===== src/rtl/uart_receiver.sv =====
// UART receiver for 10-bit frames (start, 7 data LSB first, even parity, stop), mid-bit sampled.
// Define UART_RX_PARITY_DROP_EN to suppress rx_valid/rx_data updates on parity errors.
`timescale 1ns/1ps
module uart_receiver #(
    parameter int BAUD_RATE     = 9600,
    parameter int CLK_PERIOD_NS = 50
) (
    input  logic       clk,
    input  logic       rst,
    input  logic       serial_in,
    output logic [6:0] rx_data,
    output logic       rx_valid,
    output logic       parity_err,
    output logic       frame_err,
    output logic       busy
);
    localparam int CLKS_PER_BIT = (1000000000 / BAUD_RATE) / CLK_PERIOD_NS;
    localparam int HALF_BIT     = CLKS_PER_BIT / 2;
    localparam int CNT_W        = (CLKS_PER_BIT > 2) ? $clog2(CLKS_PER_BIT) : 1;
    localparam logic [CNT_W-1:0] BIT_END  = CNT_W'(CLKS_PER_BIT - 1);
    localparam logic [CNT_W-1:0] HALF_END = CNT_W'(HALF_BIT - 1);

    typedef enum logic [2:0] {IDLE, START, DATA, PARITY, STOP, WAIT_IDLE} state_t;

    state_t           state, state_next;
    logic             sync_1, rx_s, rx_prev;
    logic [1:0]       sync_ok;
    logic [CNT_W-1:0] clk_cnt;
    logic [2:0]       bit_cnt;
    logic [6:0]       shreg;
    logic             par_bit;
    logic             bit_tick, cnt_clr, accept, ferr_set, perr;

    assign bit_tick = (clk_cnt == BIT_END);
    assign perr     = (^shreg) ^ par_bit;
    assign busy     = (state != IDLE);

    // NOTE: every output of this block gets a default first so no latch is inferred.
    always_comb begin
        state_next = state;
        cnt_clr    = 1'b0;
        accept     = 1'b0;
        ferr_set   = 1'b0;
        unique case (state)
            IDLE: if (rx_prev && !rx_s) begin
                state_next = START;
                cnt_clr    = 1'b1;
            end
            START: if (clk_cnt == HALF_END) begin
                cnt_clr    = 1'b1;
                state_next = rx_s ? IDLE : DATA;
            end
            DATA: if (bit_tick) begin
                cnt_clr = 1'b1;
                if (bit_cnt == 3'd6) state_next = PARITY;
            end
            PARITY: if (bit_tick) begin
                cnt_clr    = 1'b1;
                state_next = STOP;
            end
            STOP: if (bit_tick) begin
                cnt_clr = 1'b1;
                if (rx_s) begin
                    accept     = 1'b1;
                    state_next = IDLE;
                end else begin
                    ferr_set   = 1'b1;
                    state_next = WAIT_IDLE;
                end
            end
            WAIT_IDLE: if (rx_s) state_next = IDLE;
            default: state_next = IDLE;
        endcase
    end

    // NOTE: sequential state uses non-blocking assignments only, so every flop sees pre-edge values.
    always_ff @(posedge clk) begin
        if (rst) begin
            sync_1     <= 1'b1;
            rx_s       <= 1'b1;
            sync_ok    <= 2'b00;
            rx_prev    <= 1'b0;
            state      <= IDLE;
            clk_cnt    <= '0;
            bit_cnt    <= '0;
            shreg      <= '0;
            par_bit    <= 1'b0;
            rx_data    <= '0;
            rx_valid   <= 1'b0;
            parity_err <= 1'b0;
            frame_err  <= 1'b0;
        end else begin
            sync_1  <= serial_in;
            rx_s    <= sync_1;
            // rx_prev only reports a high line once rx_s carries real pin data, so a
            // line held low through reset never looks like a start edge.
            sync_ok <= {sync_ok[0], 1'b1};
            rx_prev <= sync_ok[1] & rx_s;
            state   <= state_next;

            if (cnt_clr || state == IDLE || state == WAIT_IDLE) clk_cnt <= '0;
            else                                                clk_cnt <= clk_cnt + 1'b1;

            if (state != DATA) bit_cnt <= '0;
            else if (bit_tick) begin
                bit_cnt <= bit_cnt + 1'b1;
                shreg   <= {rx_s, shreg[6:1]};
            end

            if (state == PARITY && bit_tick) par_bit <= rx_s;

            rx_valid   <= 1'b0;
            parity_err <= 1'b0;
            frame_err  <= ferr_set;
            if (accept) begin
                parity_err <= perr;
`ifdef UART_RX_PARITY_DROP_EN
                if (!perr) begin
                    rx_valid <= 1'b1;
                    rx_data  <= shreg;
                end
`else
                rx_valid <= 1'b1;
                rx_data  <= shreg;
`endif
            end
        end
    end
endmodule


===== config.mk =====
export PLATFORM = sky130hd
export DESIGN_NAME = uart_receiver
export DESIGN_NICKNAME = d
export VERILOG_FILES = /design/src/rtl/uart_receiver.sv
export SDC_FILE = /design/constraint.sdc
export NUM_CORES = 1
export LEC_CHECK = 0
export CORE_AREA = 2 2 65 79
export CTS_BUF_LIST = sky130_fd_sc_hd__clkbuf_2
export DETAILED_ROUTE_END_ITERATION = 10
export DIE_AREA = 0 0 67 81
export GPL_ROUTABILITY_DRIVEN = 0
export SLEW_MARGIN = 5
export SYNTH_ARGS = -nofsm -noshare
export SYNTH_HDL_FRONTEND = slang
export SYNTH_SLANG_ARGS = --single-unit

===== constraint.sdc =====
create_clock -name clk -period 3.4 [get_ports clk]
set_input_delay 0.34 -clock clk [delete_from_list [all_inputs] [get_ports clk]]
set_output_delay 0.34 -clock clk [all_outputs]
set_load 0.05 [all_outputs]

; Yosys cells after proc, flatten, opt, wreduce, memory -nomap -nowiden
; Index checks and enable logic that the tools add are counted.
[classes]
n_addsub = 2
n_eq_ne = 16
muxes = 20
bitwise_logic = 6
n_reduce_logical = 15
[op_table]
columns = op, n
row1 = 2-to-1 mux 3 bit, 8
row2 = case mux 3 bit (6 select lines), 1
row3 = != test 2 bit (second input constant), 7
row4 = adder 12 x 1 -> 12 bit (second input constant), 1
row5 = == test 12 x 11 -> 1 bit (second input constant), 1
row6 = == test 12 bit (second input constant), 1
row7 = == test 3 bit (second input constant), 3
row8 = 2-to-1 mux 1 bit, 9
row9 = AND reduction 7 bit, 1
row10 = parity 7 bit, 1
row11 = == test 3 x 2 -> 1 bit (second input constant), 2
row12 = OR reduction 2 bit, 3
row13 = OR reduction 3 bit, 2
row14 = inverter 1 bit, 4
row15 = adder 3 x 1 -> 3 bit (second input constant), 1
row16 = == test 3 x 1 -> 1 bit (second input constant), 1
row17 = logical NOT 3 bit, 1
row18 = != test 3 x 2 -> 1 bit (second input constant), 1
row19 = case mux 1 bit (3 select lines), 1
row20 = nonzero test 3 bit, 1
row21 = logical AND 1 bit, 2
row22 = logical OR 1 bit, 2
row23 = 2-to-1 mux 2 bit, 1
row24 = AND reduction 2 bit, 1
row25 = other kinds (3), 3
[totals]
reg_bits = 41
in_bits = 3
output_inout_bits = 11

; Logic depth before layout (Yosys ltp)
[depth]
depth_word = 7
mapped_depth = 8

; Least setup slack after synthesis
; Ideal clock, no wire load.
[synth_path]
path_type = register to register
start = reg clk_cnt[0]
end = reg state[1]
setup_time_ns = 0.071
t_arrival_ns = 1.785
required_time_ns = 3.329
slack_ns = 1.544
path_stages_with_launch = 9
synth_period_minus_slack_ns = 1.856
path_cell_list = dfxtp_1 > inv_1 > ha_1 > and4bb_2 > and4_1 > buf_6 > o221ai_2 > or4_1 > a21oi_1
[synth_via]
elab_chain_len = 3
[synth_lines]
columns = element, line_no
row1 = from (decl), 28  ; logic [CNT_W-1:0] clk_cnt;
row2 = from (signal assigned), 102  ; else clk_cnt <= clk_cnt + 1'b1;
row3 = == test 12 x 11 -> 1 bit or == test 12 bit (tied branches), "49, 34"
row4 = != test 2 bit (no line), --
row5 = AND reduction 7 bit (no line) (*), --
row6 = to (signal assigned), 99  ; state <= state_next;
row7 = to (decl), 25  ; state_t state, state_next;
; Every way passes the cells marked *; elsewhere a longest branch is shown, timed or not.
; A chain may end at the register's enable or synchronous reset.

; Worst setup path in the final report
[layout_path]
start = reg state[1]
end = out busy
[layout_via]
elab_chain_len = 1
[layout_lines]
columns = element, line_no
row1 = nonzero test 3 bit, 36  ; assign busy = (state != IDLE);
row2 = to (decl), 15  ; output logic busy
; Every way passes these cells.

==> run metrics <==
Hold-fix buffers, CTS=0; ys async rst share=0; final wirelength=2887 µm; largest net degree at the start of global routing=20; fin cells=261; EDFF count, synth=0; max-slew violations=0; Pre-antenna DRT Iters=4; R2R Path Start=state[2]; CP startpoint=state[1]; capture point of the worst path=busy; number of instances in the placed design=253; pwr dens=419.1 nW/µm²; Final #Nets=208; post-route clock period utilization=0.6871; initial antenna violation count=0; Peak VDD IR=257.4 µV; worst clock skew=22.35 ps; Reg clk slew, reported paths=220 ps; worst setup path class=flop to output port; number of core rows=28; Vias/cell=4.736; part of the Yosys area used for sequential elements=0.4575; status=finished, final reports clean; R2R cell count=5; setup slack after layout=1064 ps; #FFs+latches synth=41; via count=1,236; Syn Std Cell Area=1794 µm²; post-place setup slack=1157 ps; Final Hold Vio Count=0; Post-DRT Antenna Nets=0; CTS tree=done; Top-Level Pins=14; First DRT Iteration DRCs=58; Die Y=81 µm; relative slew slack=0.3330; CTS Sinks=41; Setup Buffers After CTS=0; Critical Path Start Type=flop; Netlist cell types=38; RR Endpoint=clk_cnt[7]; TNS Setup=0 ps; crit path DAT=2000 ps; Crit Path Max Fanout=13; Die ar.=5427 µm²; vias in the first global route=1,134; max-cap check violation count=0; post-layout min period=2336 ps; Longest Clk Path Bufs=2; most common cell after layout, fill and taps aside=dfxtp_1; Fmax=0.4281 GHz; WP data required=3060 ps; Overall Global Routing Usage=0.1227; Mapped Avg Cell Area=9.544 µm²; PnR Total Power=852.0 µW; clock latency on the worst-skew pair=410 ps; HPWL Detailed=2027 µm; most frequent cells in the layout=41 x dfxtp_1, 31 x nor2_1, 16 x mux2i_1, 13 x clkdlybuf4s50_1; RSZ-0062 raised after global routing=no; DRC=0; PortBufs=13; r2r setup slk=1130 ps; syn nets=196; P_leak=0.0007707 µW; initial core utilization=0.3766; drt wl/cell=11.06 µm; Setup crit end kind=output port; cts bufs inserted=5; synth warn=0; die boundary width=67 µm; antenna fix cells=0; Clock Root Buffer=clkbuf_2; total core area=4765 µm²; layout cell share with drive strength beyond 1=0.07960; Finished Cell Area=2033 µm²; Worst-Margin Slew=1001 ps; final setup vio count=0; worst hold path type=flop to flop; first-pass GRT wire length=5030 µm; DP Area=1962 µm²; ys flop type=dfxtp_1; Post-Synthesis Cells=188; Resized Gates After CTS=0; H-tree depth=2; total gr overflow=0; area delta synth->final=13.32%
==> worst min path at each step <==
stage,from,to,cells after the start
3_5_place_dp,sync_1,rx_s,1
4_1_cts,sync_1,rx_s,1
2_1_floorplan,sync_1,rx_s,1
3_3_place_gp,sync_1,rx_s,1
6_report,sync_1,rx_s,1
5_1_grt,sync_ok[0],sync_ok[1],1
==> report_power, final <==
group	total, µW	internal, µW	leakage (µW)	switching [µW]
sequential	499	489	0.000332	10.4
combinational	62.8	25.1	0.000400	37.7
clock	290	125	0.0000392	165
total	852	639	0.000771	213
==> critical path, stage by stage (launching register included) <==
cell and delay [ps]:
dfxtp_1 620, inv_1 110, nand2_1 80, clkdlybuf4s50_1 790
==> logic make-up after synthesis <==
| group | count (synthesis) | synth area share |
|---|---|---|
| flip-flops | 41 | 0.4575 |
| AND/OR/NAND/NOR | 76 | 0.2232 |
| XOR/XNOR | 19 | 0.09275 |
| buffers and inverters | 16 | 0.03975 |
| AO/OA/AOI/OAI | 15 | 0.06276 |
| multiplexers | 16 | 0.08926 |
| adder cells (fa/ha/maj) | 5 | 0.03487 |
==> metrics by stage <==
step / hold slack [ps] / util
after floorplan: 389.5 / -
after global routing: 455.5 / 0.4267
after CTS: 451.7 / 0.4267
after global placement: 396.7 / 0.4118
final: 447.6 / 0.4267
after detailed placement: 406.6 / 0.4118
==> flip-flops by register name (all words and copies together), names as in the netlist <==
signal      cells
sync_ok         2
rx_valid        1
bit_cnt         3
sync_1          1
rx_data         7
shreg           7
state           3
parity_err      1
frame_err       1
rx_prev         1
clk_cnt        12
rx_s            1
par_bit         1
==> per-layer routing <==
| metal | track usage | vias to the layer above | part of all wire |
|---|---|---|---|
| met5 | 0 | - | 0 |
| met4 | 0.05510 | 0 | 0.022 |
| met3 | 0.04155 | 6 | 0.029 |
| met2 | 0.2109 | 11 | 0.49 |
| met1 | 0.1352 | 568 | 0.46 |
| li1 | - | 651 | - |
==> synthesized netlist by cell type (all sizes together) (2+ instances only) <==
master   n  area share
o21ai    3      0.0084
nand2   11       0.023
ha       5       0.035
mux2i   16       0.089
and4     2      0.0098
buf      4       0.015
or3b     2      0.0098
nand3    4       0.011
and2     2      0.0070
inv      7       0.015
nor2b    5       0.017
nor2    31       0.065
clkbuf   5       0.010
dfxtp   41        0.46
and3     6       0.021
xor2     8       0.039
or2      2      0.0070
o221ai   2       0.013
nor3     4       0.017
xnor2   11       0.054
a21oi    4       0.011
==> final cells by class <==
class / count / area (µm²)
Clock buffer: 5 / 25.02
Clock inverter: 3 / 46.29
Fill cell: 494 / 2731
Inverter: 7 / 26.28
Multi-Input combinational cell: 131 / 902.1
Sequential cell: 41 / 820.8
Tap cell: 60 / 75.07
Timing Repair Buffer: 14 / 137.6
(Power assumes the default switching activity.)
